===== src/rtl/prefix_result_collector.sv =====
// Result collector behind the pipelined prefix adder. It tags the adder slots that carry real work,
// captures {cout,s} into an in-order FWFT FIFO and issues credits so no result is dropped.
module prefix_result_collector #(
  parameter int WIDTH = 32,
  parameter int LAT   = 4,
  parameter int DEPTH = 8
) (
  input  logic                       clk,
  input  logic                       rst,
  input  logic                       in_valid,
  output logic                       in_ready,
  input  logic [WIDTH-1:0]           sum_in,
  input  logic                       cout_in,
  output logic                       out_valid,
  input  logic                       out_ready,
  output logic [WIDTH-1:0]           out_sum,
  output logic                       out_cout,
  output logic [$clog2(DEPTH+1)-1:0] count,
  output logic                       overflow_err
);

  localparam int PW = $clog2(DEPTH);
  localparam int CW = $clog2(DEPTH + 1);
  localparam int IW = $clog2(LAT + 1);
  localparam int SW = $clog2(DEPTH + LAT + 1);

  logic [LAT-1:0]  vpipe_q, vpipe_d;
  logic [PW-1:0]   rd_ptr_q, rd_ptr_d;
  logic [PW-1:0]   wr_ptr_q, wr_ptr_d;
  logic [CW-1:0]   count_q, count_d;
  logic            ovf_q, ovf_d;
  logic [WIDTH:0]  mem_q [DEPTH];

  logic [IW-1:0]   inflight;
  logic [SW-1:0]   occupancy;
  logic            issue, push, pop, full, wr_en;
  logic [WIDTH:0]  head;

  // Credits count results already stored plus those still inside the adder, so the
  // FIFO always has room for everything the adder will deliver.
  always_comb begin
    inflight = '0;
    for (int unsigned i = 0; i < LAT; i++) begin
      inflight = inflight + IW'(vpipe_q[i]);
    end
    occupancy = SW'(count_q) + SW'(inflight);
    in_ready  = occupancy < SW'(DEPTH);
  end

  assign issue = in_valid & in_ready;
  assign push  = vpipe_q[LAT-1];
  assign full  = count_q == CW'(DEPTH);
  assign pop   = out_valid & out_ready;
  assign wr_en = push & (~full | pop);

  always_comb begin
    vpipe_d    = '0;
    vpipe_d[0] = issue;
    for (int unsigned i = 1; i < LAT; i++) begin
      vpipe_d[i] = vpipe_q[i-1];
    end
  end

  always_comb begin
    rd_ptr_d = rd_ptr_q;
    wr_ptr_d = wr_ptr_q;
    count_d  = count_q;
    ovf_d    = ovf_q;
    if (pop) begin
      rd_ptr_d = rd_ptr_q + PW'(1);
    end
    if (wr_en) begin
      wr_ptr_d = wr_ptr_q + PW'(1);
    end
    if (push && full && !pop) begin
      ovf_d = 1'b1;
    end
    if (wr_en && !pop) begin
      count_d = count_q + CW'(1);
    end else if (pop && !wr_en) begin
      count_d = count_q - CW'(1);
    end
  end

  always_ff @(posedge clk or posedge rst) begin
    if (rst) begin
      vpipe_q  <= '0;
      rd_ptr_q <= '0;
      wr_ptr_q <= '0;
      count_q  <= '0;
      ovf_q    <= 1'b0;
    end else begin
      vpipe_q  <= vpipe_d;
      rd_ptr_q <= rd_ptr_d;
      wr_ptr_q <= wr_ptr_d;
      count_q  <= count_d;
      ovf_q    <= ovf_d;
    end
  end

  // Storage needs no reset: validity is carried entirely by count_q.
  always_ff @(posedge clk) begin
    if (wr_en) begin
      mem_q[wr_ptr_q] <= {cout_in, sum_in};
    end
  end

  assign out_valid    = count_q != '0;
  assign head         = out_valid ? mem_q[rd_ptr_q] : '0;
  assign out_sum      = head[WIDTH-1:0];
  assign out_cout     = head[WIDTH];
  assign count        = count_q;
  assign overflow_err = ovf_q;

endmodule


===== config.mk =====
export PLATFORM = sky130hd
export DESIGN_NAME = prefix_result_collector
export DESIGN_NICKNAME = d
export VERILOG_FILES = /design/src/rtl/prefix_result_collector.sv
export SDC_FILE = /design/constraint.sdc
export NUM_CORES = 1
export LEC_CHECK = 0
export CORE_MARGIN = 5
export CORE_UTILIZATION = 55
export CTS_BUF_LIST = sky130_fd_sc_hd__clkbuf_8
export CTS_CLUSTER_DIAMETER = 200
export DETAILED_ROUTE_END_ITERATION = 8
export MAX_ROUTING_LAYER = met4
export PLACE_DENSITY = 0.75
export SYNTH_ARGS = -nofsm -noshare
export SYNTH_HDL_FRONTEND = slang
export SYNTH_SLANG_ARGS = --single-unit

===== constraint.sdc =====
create_clock -name clk -period 6.3 [get_ports clk]
set_input_delay 1.26 -clock clk [delete_from_list [all_inputs] [get_ports clk]]
set_output_delay 1.26 -clock clk [all_outputs]
set_load 0.03 [all_outputs]

==> summary.md, run 1 <==
| Metric | Value |
|---|---|
| Latest clock arrival within the worst-skew pair | `520 ps` |
| Place WS | `2170 ps` |
| CP startpoint | `rd_ptr_q[1]$_DFFE_PP0N_` |
| Ys Warns | `0` |
| First-pass GRT wire length | `31.7 mm` |
| Port Buffer Count | `76` |
| Clk slew on worst S/H paths | `50 ps` |
| Ant diodes | `0` |
| Power Dens Cells | `500 mW/mm²` |
| Status | `finished, final reports clean` |
| Least-Margin Pin Slew | `1090 ps` |
| # fillers | `1268` |
| Core area | `roughly 0.019 mm²` |
| XOR/XNOR Fraction of Synth Area | `less than 1%` |
| Combinational cell fraction of total power | `37.2%` |
| Starting Density | `55.5%` |
| TritonCTS clock tree | `yes` |
| Pre-antenna DRT Iters | `5` |
| Internal Pwr Total | `between 4000 and 5000 µW` |
| Fin. Hold Viols | `0` |
| Sequential element share of the synthesized area | `77.4%` |
| Area share of fa/ha/maj cells after synthesis | `1.19%` |
| Final setup TNS | `0 ps` |
| Worst Path Arrival | `3370 ps` |
| Mapped Cells | `about 470` |
| RePlAce Congestion | `0.738` |
| Fin crit period | `4630 ps` |
| Share of cells above drive strength 1 | `between 20 and 25%` |
| Root buffer cell | `clkbuf_8` |
| Post-synthesis cell area | `~0.011 mm²` |
| Max_slew headroom | `27.1%` |
| Max frequency | `approximately 220 MHz` |
| Worst Path Max Fanout | `43` |
| WS Path Type | `flop to output port` |
| Worst Setup End Kind | `output port` |
| Syn Area/Cell | `23.0 µm²` |
| Worst setup path end | `out_sum[2]` |
| CP required | `5040 ps` |
| Final net count | `625` |
| Setup Skew | `16.7 ps` |
| Gr ovfl total | `0` |
| DRT iter0 DRCs | `343` |
| Drt via density | `between 5 and 6` |
| Reg2reg path depth | `9` |
| Post-route DRC | `0` |
| Sw power | `2130 µW` |
| Final setup vio count | `0` |
| Largest net degree at the start of global routing | `44` |
| Switching Share | `33.7%` |
| Hold_buf cts | `0` |
| Compound-gate portion of the synthesized area | `roughly 3.5%` |
| DRT antenna net count | `0` |
| Max IR drop VDD | `around 0.44 mV` |
| Crit start category | `flop` |
| Vias | `around 5000` |
| Yosys reg bits | `279` |
| Cell Rows | `between 50 and 60` |
| Die Y | `150 µm` |
| Post CTS Setup Buffer Count | `0` |
| Final Routed Wirelength | `20.4 mm` |
| Reg area | `0.00831 mm²` |
| Main combinational cell family by area after synthesis | `multiplexers` |
| Clk pwr share | `around 22%` |
| Clock Tree Buf Depth | `3` |
| PnR worst setup slack | `roughly 1700 ps` |
| Sequential share of power | `40.4%` |
| Clock sink count | `279` |
| Detailed Place HPWL | `11.7 mm` |
| Min-Delay Path Class | `flop to flop` |
| CTS Buf Count | `45` |
| Vias in the first global route | `5647` |
| Routed WL per cell | `23.2 µm` |
| Max Cap Viol | `0` |
| Synth unique cells | `35` |
| Syn_nets | `513` |
| Crit Reg-Reg Endpoint | `count[3]$_DFFE_PP0P_` |
| Initial antenna violation count | `0` |
| Share of the clock period used by the worst path | `73.5%` |
| CTS H-Tree Depth | `2` |
| R2R setup slack | `3230 ps` |
| Die ar. | `0.0224 mm²` |
| Die W | `150 µm` |
| Worst r2r src | `count[0]$_DFFE_PP0P_` |
| GRT Util Overall | `19.4%` |
| Unrepaired setup endpoints after global routing | `false` |
| Post-Synth Simple-Gate Area | `between 1.5 and 2%` |
| Fin. max-slew vios | `0` |
| Multi-input gate area | `between 0.002 and 0.0025 mm²` |
| Synthesis-to-layout area growth | `18.1%` |
| Pleak | `between 0.004 and 0.005 µW` |
| Post-synthesis mux area share | `14.3%` |
| # IOs | `77` |
| Post-CTS Resized | `0` |
power groups by stage:
stage / clock network (µW) / registers, µW / logic, µW
final: 1420 / 2560 / 2350
after global routing: 1550 / 2600 / 2490
after CTS: 1450 / 2560 / 2390
after detailed placement: 0 / 2600 / 2380
after global placement: 0 / 2580 / 2330
after floorplan: 0 / 2480 / 1680
sequential cells by signal (all words and copies together) (netlist names):
register / count
count: 4
mem_q: 264
overflow_err: 1
rd_ptr_q: 3
vpipe_q: 4
wr_ptr_q: 3
worst min-delay path by stage:
stage	startpoint	endpoint	slack [ps]	cells past startpoint
floorplan	vpipe_q[1]$_DFF_PP0_	vpipe_q[2]$_DFF_PP0_	350	0
CTS	vpipe_q[1]$_DFF_PP0_	vpipe_q[2]$_DFF_PP0_	380	0
global route	vpipe_q[1]$_DFF_PP0_	vpipe_q[2]$_DFF_PP0_	380	0
global placement	vpipe_q[1]$_DFF_PP0_	vpipe_q[2]$_DFF_PP0_	360	0
finish	vpipe_q[1]$_DFF_PP0_	vpipe_q[2]$_DFF_PP0_	370	0
detailed placement	vpipe_q[1]$_DFF_PP0_	vpipe_q[2]$_DFF_PP0_	370	0
Yosys cell counts:
master,n,area (µm²)
edfxtp_1,264,7930
mux4_2,66,1490
a22o_1,33,289
dfrtp_1,15,375
buf_2,8,40.0
clkbuf_1,8,30.0
ha_1,7,87.6
buf_6,6,67.6
xnor2_1,6,52.6
or3_1,5,31.3
nor2_1,4,15.0
nor3_1,4,20.0
inv_1,3,11.3
mux2_2,3,33.8
nand2_1,3,11.3
nand2b_1,3,18.8
o21ai_0,3,15.0
a21o_1,2,15.0
and2_1,2,12.5
buf_4,2,15.0
fa_1,2,40.0
nand3_1,2,10.0
nand3b_1,2,15.0
o211ai_1,2,15.0
or4_1,2,15.0
a211o_1,1,8.76
a211oi_1,1,7.51
a21oi_1,1,5.00
and3_1,1,6.26
buf_1,1,3.75
mux2i_1,1,10.0
nor2b_1,1,6.26
nor4_1,1,6.26
o21ai_2,1,8.76
o221ai_1,1,8.76
cells by family (layout without fill, tap and decap cells):
group,after synthesis,count (layout)
buf+inv,28,173
simple gates,30,30
compound gates,45,45
mux,70,70
flops,279,279
fa+ha+maj,9,9
xor+xnor,6,6
routing by layer:
metal / share of wire [%] / wire (µm) / GRT usage (%) / vias to the layer above
met5: 0 / 0 / - / -
li1: - / - / - / 2225
met4: 1.6 / 316 / 5.08 / 0
met1: 42 / 8450 / 25.4 / 2653
met3: 5.4 / 1100 / 3.76 / 27
met2: 52 / 10500 / 31.9 / 164
area by class of cell:
cell class	instances	share of cell area (%)
Inverter	3	0.0890
Clock buffer	47	5.11
Timing Repair Buffer	90	6.84
Clock inverter	33	1.47
Multi-Input combinational cell	160	18.2
Tap cell	265	2.62
Sequential cell	279	65.6
stage by stage:
step / cells / util [%] / instance area [µm²] / power, µW / hold WS [ps]
after detailed placement: 797 / 61.2 / 11800 / 4980 / 370
after global routing: 877 / 65.5 / 12700 / 6630 / 383
after global placement: 797 / 61.2 / 11800 / 4910 / 361
after floorplan: 467 / - / 10700 / 4160 / 354
after CTS: 877 / 65.5 / 12700 / 6410 / 379
final: 877 / 65.5 / 12700 / 6320 / 373
worst max-delay path, cell delays in order, from the launching register on:
cell             delay, ps
dfrtp_2               1070
buf_4                  510
mux4_2                 360
a22o_1                 260
clkdlybuf4s50_1        600
layout by cell type, fill, tap and decap left out, types with 4 or more instances in the layout:
cell | netlist | routed
edfxtp_1 | 264 | 264
clkdlybuf4s50_1 | 0 | 76
mux4_2 | 66 | 66
clkbuf_8 | 0 | 47
a22o_1 | 33 | 33
inv_1 | 3 | 14
clkinv_1 | 0 | 14
buf_4 | 2 | 14
dfrtp_1 | 15 | 13
ha_1 | 7 | 7
xnor2_1 | 6 | 6
or3_1 | 5 | 5
clkinv_2 | 0 | 5
nor3_2 | 0 | 4
Note: power is estimated with default switching activity, not from simulation.
==> run 2, diff against run 1 <==
PLACE_DENSITY = 0.78   (was 0.75)
clock period = 4.1 ns   (was 6.3 ns; I/O delays follow)
==> summary.md, run 2 (synthesized netlist as in run 1, its figures left out) <==
| Metric | Value |
|---|---|
| Status | `finished, final reports clean` |
| Min-Delay Path Class | `flop to flop` |
| Final setup vio count | `0` |
| Die W | `150 µm` |
| WS Path Type | `flop to output port` |
| Gr ovfl total | `0` |
| CP Buf/Inv Count | `1` |
| # IOs | `77` |
| Post-route DRC | `0` |
| Worst Path Max Fanout | `7` |
| Least-Margin Pin Slew | `slightly below 800 ps` |
| Worst r2r src | `count[0]$_DFFE_PP0P_` |
| Pleak | `between 0.004 and 0.005 µW` |
| CP peak stage delay | `670 ps` |
| DRT iter0 DRCs | `359` |
| Fin. Hold Viols | `0` |
| Vias | `roughly 5000` |
| Unrepaired setup endpoints after global routing | `false` |
| Most common cell after layout, fill and taps aside | `edfxtp_1` |
| R2R setup slack | `1060 ps` |
| Detailed Place HPWL | `11.4 mm` |
| Pre-antenna DRT Iters | `4` |
| Core area | `0.0193 mm²` |
| Final std cells w/o fill | `871` |
| Share of cells above drive strength 1 | `24.7%` |
| Worst Setup End Kind | `output port` |
| HP Start | `vpipe_q[1]$_DFF_PP0_` |
| Hold path endpoint | `vpipe_q[2]$_DFF_PP0_` |
| CP max-delay cell | `clkdlybuf4s50_1` |
| Die Y | `150 µm` |
| Setup Skew | `16.6 ps` |
| Max reg flops | `264` |
| Max_slew headroom | `48.6%` |
| Port Buffer Count | `76` |
| Share of the clock period used by the worst path | `93.9%` |
| TritonCTS clock tree | `yes` |
| Drt via density | `between 5 and 6` |
| Largest reg by FF count | `mem_q` |
| Max IR drop VDD | `0.574 mV` |
| Placed cell count | `796` |
| Starting Density | `55.5%` |
| Max frequency | `260 MHz` |
| Final net count | `621` |
| Largest net degree at the start of global routing | `53` |
| Max Cap Viol | `0` |
| First-pass GRT wire length | `30.9 mm` |
| Cell Rows | `51` |
| Power Dens Cells | `772 mW/mm²` |
| Fin. max-slew vios | `0` |
| Clock sink count | `approximately 280` |
| Clock Tree Buf Depth | `3` |
| Routed WL per cell | `~23 µm` |
| DRT antenna net count | `0` |
| Die ar. | `0.0224 mm²` |
| Ordered list of cells on the worst path | `fa_1 -> ha_1 -> a211oi_1 -> or3_1 -> and2_1 -> clkdlybuf4s50_1` |
| Root buffer cell | `clkbuf_8` |
| Clk slew on worst S/H paths | `60 ps` |
| CTS Buf Count | `42` |
| CP required | `3280 ps` |
| CTS H-Tree Depth | `2` |
| Final setup TNS | `0 ps` |
| Post CTS Setup Buffer Count | `0` |
| Crit Reg-Reg Endpoint | `count[3]$_DFFE_PP0P_` |
| Synthesis-to-layout area growth | `18.6%` |
| Final Routed Wirelength | `20.2 mm` |
| Crit path max-delay family | `adder cells` |
| Crit start category | `flop` |
| Fin crit period | `about 3900 ps` |
| Hold Path Depth | `0` |
| Most frequent cells in the layout | `edfxtp_1 (264), clkdlybuf4s50_1 (76), mux4_2 (66), clkbuf_8 (43), a22o_1 (33)` |
| Latest clock arrival within the worst-skew pair | `530 ps` |
| Initial antenna violation count | `2` |
| Reg2reg path depth | `9` |
| GRT Util Overall | `19.1%` |
| Worst Path Arrival | `just over 3000 ps` |
| Vias in the first global route | `roughly 5400` |
| RePlAce Congestion | `0.798` |
## run 2: timing repair
action / CTS / global route
hold buffers: 0 / 0
setup endpoints to repair: 0 / 1
resized for setup: 0 / 1
## run 2: cell type report
cell class / instances / area, µm²
sequential: 279 / 8310
fill: 1226 / 6620
multi-input combinational: 160 / 2320
timing repair buffer: 89 / 921
clock buffer: 43 / 592
tap: 265 / 332
clock inverter: 30 / 231
inverter: 3 / 11.3
antenna: 2 / 5.00
## run 2: worst reg2reg max path, cell delays in order, from the launching register on
cell      delay, ps
dfrtp_1         490
or3_1           470
o21ai_2         430
inv_1            90
ha_1            280
inv_1           140
ha_1            310
or4_1           500
nand3_1         100
o221ai_1        110
## run 2: worst max path at each step
stage	from	to	slack, ps	cells after the start
2_1_floorplan	out_ready	mem_q[2][0]$_DFFE_PP_	200	3
3_3_place_gp	out_ready	count[3]$_DFFE_PP0P_	630	10
3_5_place_dp	out_ready	count[3]$_DFFE_PP0P_	510	10
4_1_cts	count[0]$_DFFE_PP0P_	out_sum[1]	80	4
5_1_grt	rd_ptr_q[0]$_DFFE_PP0N_	out_sum[1]	60	4
6_report	count[0]$_DFFE_PP0P_	in_ready	250	6
## run 2: power by group
| group | total, µW | internal, µW | switching, µW |
|---|---|---|---|
| sequential | 3860 | 3570 | 291 |
| combinational | 3750 | 1750 | 2000 |
| clock | 2210 | 1230 | 983 |
## run 2: metrics by stage
stage | instance area [µm²] | utilization, % | hold WS [ps] | power, µW | setup slack (ps)
after floorplan | 10700 | - | 354 | 6400 | 199
after global placement | 11900 | 61.5 | 363 | 7610 | 632
after detailed placement | 11900 | 61.5 | 377 | 7720 | 512
after CTS | 12700 | 65.7 | 382 | 9950 | 84.1
after global routing | 12700 | 65.8 | 393 | 10300 | 63.6
final | 12700 | 65.8 | 376 | 9820 | 248
## run 2: layer usage
layer	global-route usage [%]	wire [µm]	vias up
met1	24.9	8130	2599
met3	4.48	1350	31
met5	-	0	-
met2	30.9	10300	173
met4	5.22	375	0
li1	-	-	2211
==> run 3, diff against run 2 <==
CORE_MARGIN = unset   (was 5)
CORE_UTILIZATION = 40   (was 55)
GPL_TIMING_DRIVEN = 0   (was unset)
PLACE_DENSITY = unset   (was 0.78)
==> summary.md, run 3 (synthesized netlist as in run 1, its figures left out) <==
| Metric | Value |
|---|---|
| # IOs | `between 70 and 80` |
| Pleak | `0.00432 µW` |
| Post CTS Setup Buffer Count | `0` |
| Root buffer cell | `clkbuf_8` |
| RePlAce Congestion | `approximately 0.72` |
| Cell Rows | `59` |
| Final hold slack | `between 300 and 400 ps` |
| Failing checks | `DRC` |
| Most common cell after layout, fill and taps aside | `edfxtp_1` |
| HP Start | `vpipe_q[1]$_DFF_PP0_` |
| Reg2reg path depth | `9` |
| Crit start category | `flop` |
| Clock sink count | `around 280` |
| Combinational cell fraction of total power | `approximately 41%` |
| Gr ovfl total | `0` |
| Pre-antenna DRT Iters | `8` |
| Vias | `5119` |
| Final Routed Wirelength | `21.8 mm` |
| Sequential share of power | `between 30% and 40%` |
| DRT antenna net count | `0` |
| Max Cap Viol | `0` |
| Clk slew on worst S/H paths | `60 ps` |
| TritonCTS clock tree | `yes` |
| Clk pwr share | `21.6%` |
| Sw power | `3410 µW` |
| CTS H-Tree Depth | `2` |
| Share of cells above drive strength 1 | `27.2%` |
| Final net count | `657` |
| Worst Path Arrival | `3110 ps` |
| Switching Share | `34.1%` |
| Detailed Place HPWL | `around 14 mm` |
| R2R setup slack | `1010 ps` |
| Die W | `166 µm` |
| Setup Skew | `25.9 ps` |
| Min-Delay Path Class | `flop to flop` |
| Drt via density | `5.22` |
| Largest reg by FF count | `mem_q` |
| Post-route DRC | `6` |
| DRT iter0 DRCs | `360` |
| First-pass GRT wire length | `about 34 mm` |
| Least-Margin Pin Slew | `852 ps` |
| Worst Path Max Fanout | `10` |
| Fin. max-slew vios | `0` |
| CTS Buf Count | `44` |
| Synthesis-to-layout area growth | `21.9%` |
| Most frequent cells in the layout | `edfxtp_1 (264), clkdlybuf4s50_1 (76), mux4_2 (66), clkbuf_8 (45), a22o_1 (33)` |
| Power Dens Cells | `764 mW/mm²` |
| Max_slew headroom | `43.2%` |
| CP startpoint | `rd_ptr_q[1]$_DFFE_PP0N_` |
| Routed WL per cell | `approximately 22 µm` |
| Unrepaired setup endpoints after global routing | `false` |
| Final setup vio count | `0` |
| Status | `finished, violations left` |
| Hold path endpoint | `vpipe_q[2]$_DFF_PP0_` |
| Share of the clock period used by the worst path | `95.7%` |
| Largest net degree at the start of global routing | `22` |
| GRT Util Overall | `between 10% and 20%` |
| Fin. Hold Viols | `0` |
| Starting Density | `40.9%` |
| Die Y | `166 µm` |
| WS Path Type | `flop to output port` |
| CP required | `3280 ps` |
| Initial antenna violation count | `1` |
| Worst r2r src | `count[0]$_DFFE_PP0P_` |
| Crit Reg-Reg Endpoint | `count[3]$_DFFE_PP0P_` |
| Port Buffer Count | `76` |
| Vias in the first global route | `5588` |
| Die ar. | `0.0275 mm²` |
| Max IR drop VDD | `0.431 mV` |
| Core area | `0.0262 mm²` |
| Fin crit period | `3930 ps` |
| Worst Setup End Kind | `output port` |
| Clock Tree Buf Depth | `3` |
| Latest clock arrival within the worst-skew pair | `approximately 540 ps` |
| Internal Pwr Total | `6580 µW` |
| Max frequency | `about 250 MHz` |
| Max reg flops | `roughly 260` |
| Hold Path Depth | `0` |
| End-of-flow core utilization | `49.9%` |
run 3: changes by cell type in the layout (fill, tap and decap cells not counted), sizes merged:
cell,change
bufinv,-2
inv,-1
clkinvlp,-2
diode,-1
clkbuf,+10
clkinv,+9
buf,+26
run 3: how the worst max path moves through the flow:
stage,to,slack [ps]
finish,out_sum[11],170
CTS,out_sum[14],90
detailed placement,out_sum[2],350
global route,out_sum[11],10
global placement,mem_q[2][19]$_DFFE_PP_,-2870
floorplan,mem_q[2][0]$_DFFE_PP_,200
run 3: layout make-up:
type | count | area, µm²
antenna | 1 | 2.50
clock inverter | 34 | 191
clock buffer | 45 | 619
tap | 335 | 419
fill | 2082 | 13100
buffer | 25 | 168
multi-input combinational | 160 | 2310
inverter | 3 | 11.3
sequential | 279 | 8300
timing repair buffer | 98 | 1050
run 3: layer usage:
metal / vias up / GRT usage [%] / share of wire [%]
met5: - / - / 0
met4: 0 / 5.49 / 1.9
met3: 34 / 3.46 / 6.3
met2: 150 / 27.5 / 50
met1: 2648 / 21.8 / 41
li1: 2287 / - / -
run 3: through the flow:
stage          setup TNS [ps]  total power (µW)  std cells  setup WS (ps)  instance area, µm²
6_report                    0              9990        980            175               13100
5_1_grt                     0             10500        980           10.6               13100
4_1_cts                     0             10100        979           93.8               13100
3_5_place_dp                0              7950        900            354               12200
3_3_place_gp          -527220              7760        878          -2870               11900
2_1_floorplan               0              6400        467            199               10700
run 3: power by group through the flow:
stage | clock [µW] | combinational, µW | sequential, µW
after floorplan | 0 | 2590 | 3810
after global placement | 0 | 3940 | 3820
after detailed placement | 0 | 4140 | 3810
after CTS | 2220 | 4170 | 3750
after global routing | 2350 | 4340 | 3790
final | 2160 | 4080 | 3750
run 3: critical path: stages (launching register included):
cell and delay [ps]:
dfrtp_1 470, clkbuf_1 500, buf_2 440, mux4_2 350, a22o_1 220, clkdlybuf4s50_1 600
run 3: repair_timing:
item                       CTS  global route
setup endpoints to repair   29             0
hold endpoints to repair     0             0
gates resized for setup      6             0
hold buffers                 0             0
